**src/rtl/sr_event_debounce_pkg.sv**
```systemverilog
// Shared types and limits for the sr_event_debounce front end.
// Holds the debounce FSM state enum, glitch counter width and synchronizer depth limits.
package sr_debounce_pkg;

  typedef enum logic [1:0] {
    ST_LOW       = 2'd0,
    ST_QUAL_HIGH = 2'd1,
    ST_HIGH      = 2'd2,
    ST_QUAL_LOW  = 2'd3
  } sr_dbc_state_t;

  localparam int SR_DBC_GLITCH_W = 8;
  localparam int SR_DBC_SYNC_MIN = 2;
  localparam int SR_DBC_SYNC_MAX = 4;

  // Out-of-range depths are pulled back into the legal window rather than building a broken chain.
  function automatic int sr_dbc_clamp_sync(input int n);
    if (n < SR_DBC_SYNC_MIN) return SR_DBC_SYNC_MIN;
    if (n > SR_DBC_SYNC_MAX) return SR_DBC_SYNC_MAX;
    return n;
  endfunction

endpackage

```
**src/rtl/sr_event_debounce_sync_chain.sv**
```systemverilog
// Multi-flop synchronizer for one asynchronous input bit.
// Cleared asynchronously by clr; it never stalls, so hold has no effect on it.
module sync_chain #(
  parameter int STAGES = 2
) (
  input  logic clk,
  input  logic clr,
  input  logic din,
  output logic ds
);

  logic [STAGES-1:0] chain;

  always_ff @(posedge clk or posedge clr) begin
    if (clr) chain <= '0;
    else     chain <= {chain[STAGES-2:0], din};
  end

  assign ds = chain[STAGES-1];

endmodule

```
**src/rtl/sr_event_debounce.sv**
```systemverilog
// Debounces a bouncy input and emits one-cycle set/reset pulses for a downstream S/R flag register.
// Optional macro SR_DEBOUNCE_GLITCH_CNT_EN adds a saturating count of aborted qualifications.
module sr_event_debounce
  import sr_debounce_pkg::*;
#(
  parameter int SYNC_STAGES     = 2,
  parameter int DEBOUNCE_CYCLES = 16,
  parameter int CNT_W           = $clog2(DEBOUNCE_CYCLES + 1)
) (
  input  logic clk,
  input  logic clr,
  input  logic din,
  input  logic hold,
  output logic s_out,
  output logic r_out,
  output logic en_out,
  output logic level,
  output logic busy
`ifdef SR_DEBOUNCE_GLITCH_CNT_EN
  ,
  output logic [SR_DBC_GLITCH_W-1:0] glitch_cnt
`endif
);

  localparam int SYNC_N = sr_dbc_clamp_sync(SYNC_STAGES);
  localparam logic [CNT_W-1:0] CNT_ONE  = CNT_W'(1);
  localparam logic [CNT_W-1:0] CNT_LAST = CNT_W'(DEBOUNCE_CYCLES - 1);
  localparam bit INSTANT = (DEBOUNCE_CYCLES == 1);

  logic          ds;
  sr_dbc_state_t state, state_next;
  logic [CNT_W-1:0] cnt, cnt_next;
  logic          level_next, s_next, r_next;

  sync_chain #(
    .STAGES(SYNC_N)
  ) u_sync (
    .clk(clk),
    .clr(clr),
    .din(din),
    .ds (ds)
  );

  always_ff @(posedge clk or posedge clr) begin
    if (clr) begin
      state <= ST_LOW;
      cnt   <= '0;
      level <= 1'b0;
      s_out <= 1'b0;
      r_out <= 1'b0;
    end else begin
      state <= state_next;
      cnt   <= cnt_next;
      level <= level_next;
      s_out <= s_next;
      r_out <= r_next;
    end
  end

  // The counter tracks how many consecutive synchronized samples disagreed with the accepted level.
  always_comb begin
    state_next = state;
    cnt_next   = cnt;
    level_next = level;
    s_next     = 1'b0;
    r_next     = 1'b0;
    if (!hold) begin
      case (state)
        ST_LOW: begin
          if (ds) begin
            if (INSTANT) begin
              state_next = ST_HIGH;
              level_next = 1'b1;
              s_next     = 1'b1;
              cnt_next   = '0;
            end else begin
              state_next = ST_QUAL_HIGH;
              cnt_next   = CNT_ONE;
            end
          end
        end
        ST_QUAL_HIGH: begin
          if (!ds) begin
            state_next = ST_LOW;
            cnt_next   = '0;
          end else if (cnt == CNT_LAST) begin
            state_next = ST_HIGH;
            level_next = 1'b1;
            s_next     = 1'b1;
            cnt_next   = '0;
          end else begin
            cnt_next = cnt + CNT_ONE;
          end
        end
        ST_HIGH: begin
          if (!ds) begin
            if (INSTANT) begin
              state_next = ST_LOW;
              level_next = 1'b0;
              r_next     = 1'b1;
              cnt_next   = '0;
            end else begin
              state_next = ST_QUAL_LOW;
              cnt_next   = CNT_ONE;
            end
          end
        end
        ST_QUAL_LOW: begin
          if (ds) begin
            state_next = ST_HIGH;
            cnt_next   = '0;
          end else if (cnt == CNT_LAST) begin
            state_next = ST_LOW;
            level_next = 1'b0;
            r_next     = 1'b1;
            cnt_next   = '0;
          end else begin
            cnt_next = cnt + CNT_ONE;
          end
        end
        default: begin
          state_next = ST_LOW;
          cnt_next   = '0;
        end
      endcase
    end
  end

  assign busy   = (state == ST_QUAL_HIGH) || (state == ST_QUAL_LOW);
  assign en_out = s_out | r_out;

`ifdef SR_DEBOUNCE_GLITCH_CNT_EN
  logic aborting;

  // While qualifying, a sample matching the old level means the change was a bounce.
  assign aborting = !hold && busy && (ds == level);

  always_ff @(posedge clk or posedge clr) begin
    if (clr)
      glitch_cnt <= '0;
    else if (aborting && (glitch_cnt != '1))
      glitch_cnt <= glitch_cnt + 1'b1;
  end
`endif

endmodule

```
**config.mk**
```make
export PLATFORM = sky130hd
export DESIGN_NAME = sr_event_debounce
export DESIGN_NICKNAME = d
export VERILOG_FILES = /design/src/rtl/sr_event_debounce_pkg.sv /design/src/rtl/sr_event_debounce_sync_chain.sv /design/src/rtl/sr_event_debounce.sv
export SDC_FILE = /design/constraint.sdc
export NUM_CORES = 1
export LEC_CHECK = 0
export CORE_AREA = 4 4 41 43
export CTS_CLUSTER_DIAMETER = 60
export DETAILED_ROUTE_END_ITERATION = 10
export DIE_AREA = 0 0 45 47
export PLACE_DENSITY = 0.66
export RECOVER_POWER = 25
export SETUP_SLACK_MARGIN = 0.15
export SYNTH_ARGS = -nofsm -noshare
export SYNTH_HDL_FRONTEND = slang
export SYNTH_SLANG_ARGS = --single-unit
```
**constraint.sdc**
```tcl
create_clock -name clk -period 4.1 [get_ports clk]
set_input_delay 0.41 -clock clk [delete_from_list [all_inputs] [get_ports clk]]
set_output_delay 0.41 -clock clk [all_outputs]
set_load 0.005 [all_outputs]
```
## Word-level counts from Yosys, hierarchy flattened

Cells that the tools add are included.
Widths: inputs -> output; s select.

- Bitwise operators: 2
- Equality and inequality tests: 12
- Reduce and logical (&&, ||, !) cells: 6
- Multipliers: 0
- Divide/modulo/power cells: 0
- Mux-type cells: 25
- $lt $le $gt $ge: 0
- Shift operators: 0
- $add $sub $neg: 1

Operator list:

| cell | count |
|---|---|
| $mux 5 | 5 |
| $pmux 5 s4 | 1 |
| $mux 2 | 6 |
| $mux 1 | 11 |
| $ne 2x2->1 const B | 4 |
| $pmux 2 s4 | 1 |
| $reduce_and 6->1 | 1 |
| $add 5x1->5 const B | 1 |
| $eq 5x4->1 const B | 1 |
| $reduce_and 5->1 | 1 |
| $eq 2x2->1 const B | 2 |
| $ne 2x1->1 const B | 2 |
| $ne 3x2->1 const B | 1 |
| $ne 3x3->1 const B | 1 |
| $reduce_and 3->1 | 1 |
| $eq 2x1->1 const B | 1 |
| $logic_not 2->1 | 1 |
| $pmux 1 s2 | 1 |
| $reduce_bool 2->1 | 1 |
| $logic_or 1x1->1 | 1 |
| $not 1->1 | 1 |
| $or 1x1->1 | 1 |

- ROM bits: 0
- Logic and storage cells: 52
- Flip-flop bits (word level): 12
- Bits in latches: 0
- RAM bits: 0
- Input port bits: 4
- Memories kept: 0
- Output and inout port bits: 5

## Logic depth before layout (Yosys ltp)

Gate-level depths: netlist of the first run.

- Word-level depth: 5
- Depth in mapped cells: 4
- Mapped depth without buffers: 4

## Hierarchy

A second synthesis of the first run with hierarchy kept.

- Cell total of the unflattened synthesis: 49
- Area total of the unflattened synthesis: 559.3 µm²

Modules (own cells, without submodules):

| module | sequential area each (µm²) | area each (µm²) | instances | cells each |
|---|---|---|---|---|
| sr_event_debounce | 250.2 | 505.5 | 1 | 46 |
| sync_chain | 50.0 | 53.8 | 1 | 3 |

## Worst setup path before layout of the first run

OpenSTA, ideal clock, no wires.

- Path type: register -> register
- From: reg cnt[0]
- To: reg (tool-made name)
- Setup slack: 2731 ps
- Stages on the path, launching flop included: 5
- Data arrival time: 1244 ps
- Setup time: 125 ps
- Required time: 3975 ps
- Period minus slack after synthesis: 1369 ps
- Path buffers: 0
- Path through: dfrtp_1 -> ha_1 -> and4b_1 -> nand2_1 -> mux2_4

RTL lines:

| item | line | RTL |
|---|---|---|
| start: declaration | sr_event_debounce.sv:32 | `logic [CNT_W-1:0] cnt, cnt_next;` |
| start signal: assignment | sr_event_debounce.sv:53 | `cnt <= cnt_next;` |

## Worst setup path after layout of the first run

- From: reg r_out
- To: out en_out

- Word-level cells in the longest chain between the ends: 1

RTL lines:

| item | line | RTL |
|---|---|---|
| start: declaration | sr_event_debounce.sv:15 | `output logic r_out,` |
| start signal: assignment | sr_event_debounce.sv:56 | `r_out <= r_next;` |
| $or 1x1->1 | sr_event_debounce.sv:130 | `assign en_out = s_out \| r_out;` |
| end: declaration | sr_event_debounce.sv:16 | `output logic en_out,` |

Every way passes these cells.

==> results of run 1 <==
==> stage by stage <==
stage                     power (W)    util  hold WS, ps  cell area, um2
final                     0.0002321  0.5231        349.0           680.7
after global routing      0.0002510  0.5231        366.0           680.7
after CTS                 0.0002366  0.5231        350.2           680.7
after detailed placement  0.0001656  0.5058        334.7           658.1
after global placement    0.0001654  0.5058        333.8           658.1
after floorplan           0.0001558       -        274.7           563.0
==> power groups by stage <==
| stage | sequential [W] | combinational [W] | clock, W |
|---|---|---|---|
| global route | 0.000137 | 0.0000332 | 0.0000812 |
| detailed placement | 0.000137 | 0.0000285 | 0 |
| finish | 0.000136 | 0.0000278 | 0.0000688 |
| CTS | 0.000135 | 0.0000287 | 0.0000732 |
| floorplan | 0.000135 | 0.0000208 | 0 |
| global placement | 0.000137 | 0.0000283 | 0 |
==> flip-flops by register name, summed over array words and instances, names as in the netlist, named ones only <==
signal and count:
level 1, cnt 5, s_out 1, state 1, u_sync.chain 2, r_out 1
==> cells by family after synthesis <==
kind of cell,Yosys count,share of synthesized area
AO/OA/AOI/OAI,12,0.1533
flip-flops,12,0.5333
AND/OR/NAND/NOR,14,0.1556
multiplexers,4,0.07999
XOR/XNOR,1,0.02890
adder cells (fa/ha/maj),1,0.02222
buffers and inverters,4,0.02666
==> area by class of cell <==
type / count / area share
sequential: 12 / 0.4412
multi-input combinational: 32 / 0.3640
clock buffer: 3 / 0.03309
timing repair buffer: 8 / 0.1176
tap: 15 / 0.02757
inverter: 3 / 0.01654
==> synth_stat cells (all sizes together), types with 2 or more instances <==
master / instances / area (um2)
o2bb2ai: 2 / 17.52
o21ai: 2 / 13.76
nand3: 3 / 15.01
dfrtp: 12 / 300.3
nand2: 2 / 7.510
a21oi: 3 / 15.01
nor3b: 2 / 15.01
inv: 3 / 11.26
mux2i: 3 / 30.03
==> layer usage <==
metal / global-route usage / vias up / wire, um
li1: - / 198 / -
met1: 0.1415 / 190 / 394
met2: 0.1921 / 16 / 442
met3: 0.04598 / 4 / 63
met4: 0.1228 / 0 / 35
met5: 0 / - / 0
==> critical path, delay by kind of cell, from the launching register on <==
kind | cells | cell delay [ps]
flip-flops | 1 | 370
AND/OR/NAND/NOR | 1 | 280
buffers and inverters | 1 | 440
==> final timing paths <==
kind / end / slack, ps / cells after the start
worst min-delay path: u_sync.chain[1] / 350 / 0
min in group asynchronous: cnt[4] / 570 / 2
worst min register to register: u_sync.chain[1] / 350 / 0
max in group asynchronous: async pin / 3230 / 2
worst max register to register: flip-flop / 2630 / 4
worst max-delay path: en_out / 2340 / 2
==> flow_summary.json, run 1 <==
{
  "outcome": "finished clean",
  "setup-tns-final_ps": 0,
  "worstReg2RegStart": "cnt[0]",
  "grt_pass1_vias": 407,
  "clock_insertion_delay_at_the_later_pin_of_the_skew_report_ps": 260,
  "ys_dominant_reg_cell": "sky130_fd_sc_hd__dfrtp_1",
  "route.vias.total": 408,
  "layout_commonest_cell": "sky130_fd_sc_hd__dfrtp_1",
  "endpoint_kind": "output pin",
  "number_of_antenna_violations_at_the_first_check_in_global_routing": 0,
  "vias_per_cell": 5.589,
  "layout.cells.non_filler": 73,
  "cts_tree": "yes",
  "post_route_cells_drive_above_1_share": 0.1379,
  "cts.sinks": 12,
  "final_antenna_net_count": 0,
  "timing.critical_path.cells": "or2_2, clkdlybuf4s50_1",
  "cts_max_level": 1,
  "total_clock_buffers_created_by_cts": 3,
  "synth_cells": 48,
  "die_width_um": 45,
  "buffer_ports.inserted": 8,
  "insertedDiodeCount": 0,
  "globalRouteTotalUtil": 0.1287,
  "die_height_um": 47,
  "syn-num-nets": 53,
  "regArea_um2": 300.3,
  "finalWeightedCongestion": 0.7611,
  "top_level_ports": 9,
  "worst_slew_pin_slew_ps": 427.8,
  "critical_path.slowest_cell": "sky130_fd_sc_hd__clkdlybuf4s50_1",
  "fillers": 124,
  "share_clk_of_total_power": 0.296,
  "max_freq_ghz": 0.5680,
  "globalRouteOverflowTotal": 0,
  "grt_setup_unrepaired": "false",
  "final-max-slew-violation-count": 0,
  "hold_buffers": 0,
  "post-place-cells": 70,
  "cts_resized": 0,
  "p_sw_w": 0.00005824,
  "finalSetupViolations": 0,
  "power.switching_fraction": 0.2509,
  "power.leakage_nw": 0.3086,
  "syn_avg_cell_area_um2": 11.73,
  "power-per-cell-area_mw_per_mm2": 341.0,
  "arrival_time_at_the_worst_endpoint_ps": 1350,
  "initial_core_util": 0.4327,
  "synth.distinct_cells": 26,
  "path_class": "flip-flop to output pin",
  "syn_area_um2": 563.0,
  "cts.root.buffer_cell": "sky130_fd_sc_hd__clkbuf_4",
  "synth_seq_cells": 12,
  "setup.worst_path.start": "r_out",
  "cp_data_required_time_ps": 3690,
  "routed_wirelength_um": 936,
  "drc": 0,
  "timing.hold.worst.start": "u_sync.chain[0]",
  "final.setup.worst_slack_ps": 2339,
  "synth_sequential_area_ratio": 0.5333,
  "ys.warnings.count": 0,
  "clock_slew_at_reported_path_ffs_ps": 70,
  "cts.path.max_buffers": 2,
  "fraction_of_the_cycle_the_final_worst_path_needs": 0.4294,
  "internal_portion_of_total_power_w": 0.0001739,
  "core_mm2": 0.001301,
  "setup.worst_path.start_class": "flip-flop",
  "multiInputGateArea_um2": 247.7,
  "cp_max_fo": 2,
  "power.combinational.fraction": 0.120,
  "final_hold_viol_count": 0,
  "pin_count_of_the_biggest_net_entering_global_routing": 13,
  "std_cell_rows": 13,
  "overall_die_area_mm2": 0.002115,
  "synth_enable_flop_cells": 0,
  "peakVddDrop_v": 0.0001843,
  "cts.repair_timing.setup_buffer_count": 0,
  "critPathMaxStageDelay_ps": 440,
  "drt-pass1-iter-count": 4,
  "layout.nets": 65,
  "hp-class": "flip-flop to flip-flop",
  "skew_ps": 1.912,
  "worst_slew_margin_rel": 0.7145,
  "layout_common_cells": "sky130_fd_sc_hd__dfrtp_1, sky130_fd_sc_hd__clkdlybuf4s50_1",
  "first_pass_grt_wire_length_um": 1780,
  "wl_per_cell_um": 12.82,
  "pre_cts_slack_ps": 2461,
  "power.share.sequential": 0.584,
  "synth_async_sr_flop_share": 1.000,
  "detailedRoute.firstIterationViolations": 10,
  "final_period_minus_worst_setup_slack_ps": 1761,
  "area_growth_from_synthesis_to_layout_pct": 20.89,
  "drv_cap": 0
}
Note: power is estimated with default switching activity, not from simulation.
==> run 2, diff against run 1 <==
- PLACE_DENSITY: 0.66 -> 0.69
- clock period: 4.1 -> 1.55 ns (I/O delays scaled with it)
==> run 2 against run 1 <==
  * Sequential share of layout area down 3.0 points
  * Clock skew up 2.8 ps
  * Power rose to 3.1 times the previous value
  * Final area up 7.7%
  * Largest power group unchanged
  * Clock-buffer cell count up 1
  * Register-to-register slack worse by 2400 ps
  * Final cell count up 4.1%
  * Hold slack worse by 40 ps
==> flow_summary.json, run 2 (same netlist as run 1, synthesis figures left out) <==
{
  "pin_count_of_the_biggest_net_entering_global_routing": 13,
  "route.vias.total": 422,
  "overall_die_area_mm2": 0.002115,
  "peakVddDrop_v": 0.0006821,
  "timing.critical_path.buf_inv": 1,
  "area_growth_from_synthesis_to_layout_pct": 30.22,
  "drv_cap": 0,
  "setup-tns-final_ps": 0,
  "total_power_w": 0.0007085,
  "layout.cell_area.non_filler_um2": 733.2,
  "globalRouteOverflowTotal": 0,
  "grt_pass1_vias": 409,
  "worst_slew_pin_slew_ps": 433.3,
  "finalWeightedCongestion": 0.7571,
  "arrival_time_at_the_worst_endpoint_ps": 1180,
  "cp_max_fo": 3,
  "top_level_ports": 9,
  "setup.worst_path.start_class": "flip-flop",
  "cts.root.buffer_cell": "sky130_fd_sc_hd__clkbuf_4",
  "globalRouteTotalUtil": 0.1202,
  "cp_data_required_time_ps": 1390,
  "routed_wirelength_um": 1043,
  "cts.sinks": 12,
  "max_freq_ghz": 0.7485,
  "layout_common_cells": "sky130_fd_sc_hd__dfrtp_1, sky130_fd_sc_hd__clkdlybuf4s50_1",
  "initial_core_util": 0.4327,
  "fillers": 115,
  "endpoint_kind": "output pin",
  "detailedRoute.firstIterationViolations": 16,
  "core_mm2": 0.001301,
  "first_pass_grt_wire_length_um": 1773,
  "finalSetupViolations": 0,
  "clock_slew_at_reported_path_ffs_ps": 80,
  "number_of_antenna_violations_at_the_first_check_in_global_routing": 0,
  "critical-path-top-delay-family": "buffers and inverters",
  "path_class": "flip-flop to output pin",
  "grt_setup_unrepaired": "false",
  "post_route_cells_drive_above_1_share": 0.2459,
  "die_height_um": 47,
  "place_hpwl_um": 751.2,
  "cts_max_level": 1,
  "final-max-slew-violation-count": 0,
  "drc": 0,
  "power-per-cell-area_mw_per_mm2": 966.3,
  "total_clock_buffers_created_by_cts": 3,
  "final_period_minus_worst_setup_slack_ps": 1336,
  "outcome": "finished clean",
  "power.leakage_nw": 0.3263,
  "vias_per_cell": 5.553,
  "cts_tree": "yes",
  "final_core_utilization": 0.5635,
  "final_antenna_net_count": 0,
  "std_cell_rows": 13,
  "worst_slew_margin_rel": 0.7108,
  "regArea_um2": 301.5,
  "placed_cell_area_um2": 658.1,
  "clock_insertion_delay_at_the_later_pin_of_the_skew_report_ps": 270,
  "drt-pass1-iter-count": 4,
  "hp-class": "primary input to async pin",
  "largest_register_ff_count": 5,
  "die_width_um": 45,
  "buffer_ports.inserted": 8,
  "wl_per_cell_um": 13.72,
  "critPathMaxStageDelay_ps": 520,
  "top_register": "cnt",
  "layout.nets": 67,
  "critical_path.slowest_cell": "sky130_fd_sc_hd__clkdlybuf4s50_1",
  "largest_registers": "cnt (5), u_sync.chain (2)",
  "insertedDiodeCount": 0,
  "layout_commonest_cell": "sky130_fd_sc_hd__dfrtp_1",
  "skew_ps": 4.755,
  "multiInputGateArea_um2": 270.3,
  "final_hold_viol_count": 0,
  "timing.critical_path.cells": "clkdlybuf4s50_1",
  "cts.path.max_buffers": 2,
  "fraction_of_the_cycle_the_final_worst_path_needs": 0.8620
}
-- run 2: power breakdown --
group | internal (W) | total, W | switching, W
Sequential | 0.000332 | 0.000354 | 0.0000223
Combinational | 0.0000577 | 0.000107 | 0.0000498
Clock | 0.000143 | 0.000247 | 0.000104
-- run 2: routing by layer --
metal | up-vias | GRT usage | routed length [um]
li1 | 201 | - | -
met1 | 203 | 0.1374 | 433
met2 | 14 | 0.2006 | 538
met3 | 4 | 0.02299 | 49
met4 | 0 | 0.08772 | 22
met5 | - | 0 | 0
-- run 2: worst register-to-register path: cells and delay by family (launching register included) --
kind,cells,cell delay [ps]
adders and majority gates,1,190
DFF,1,420
muxes,1,300
and+or+nand+nor,2,310
-- run 2: layout make-up --
type / count / area share
clock buffer: 4 / 0.04949
inverter: 3 / 0.01536
multi-input combinational: 32 / 0.3686
sequential: 12 / 0.4113
tap: 15 / 0.02560
timing repair buffer: 10 / 0.1297
-- run 2: per-stage QoR --
stage               hold slack [ps]  std cells  worst slack [ps]
finish                        308.9         76             214.0
global route                  353.2         76             166.7
CTS                           196.6         74             154.5
detailed placement            338.5         70             102.6
global placement              333.5         70             142.8
floorplan                     19.70         48             180.6
-- run 2: what timing repair did --
item / CTS / global route
hold buffers: 0 / 0
setup buffers: 0 / 2
gates cloned: 0 / 0
resized for setup: 4 / 3
setup endpoints to repair: 3 / 5
-- run 2: final timing paths --
| check | from | endpoint | slack, ps | cells past startpoint |
|---|---|---|---|---|
| min in group clk | u_sync.chain[0] | u_sync.chain[1] | 350 | 0 |
| worst min-delay path | clr | cnt[0] | 310 | 2 |
| worst min register to register | u_sync.chain[0] | u_sync.chain[1] | 350 | 0 |
| worst max-delay path | level | level | 210 | 1 |
| worst max register to register | cnt[1] | flip-flop | 230 | 4 |
| max in group asynchronous | clr | state[0] | 920 | 2 |
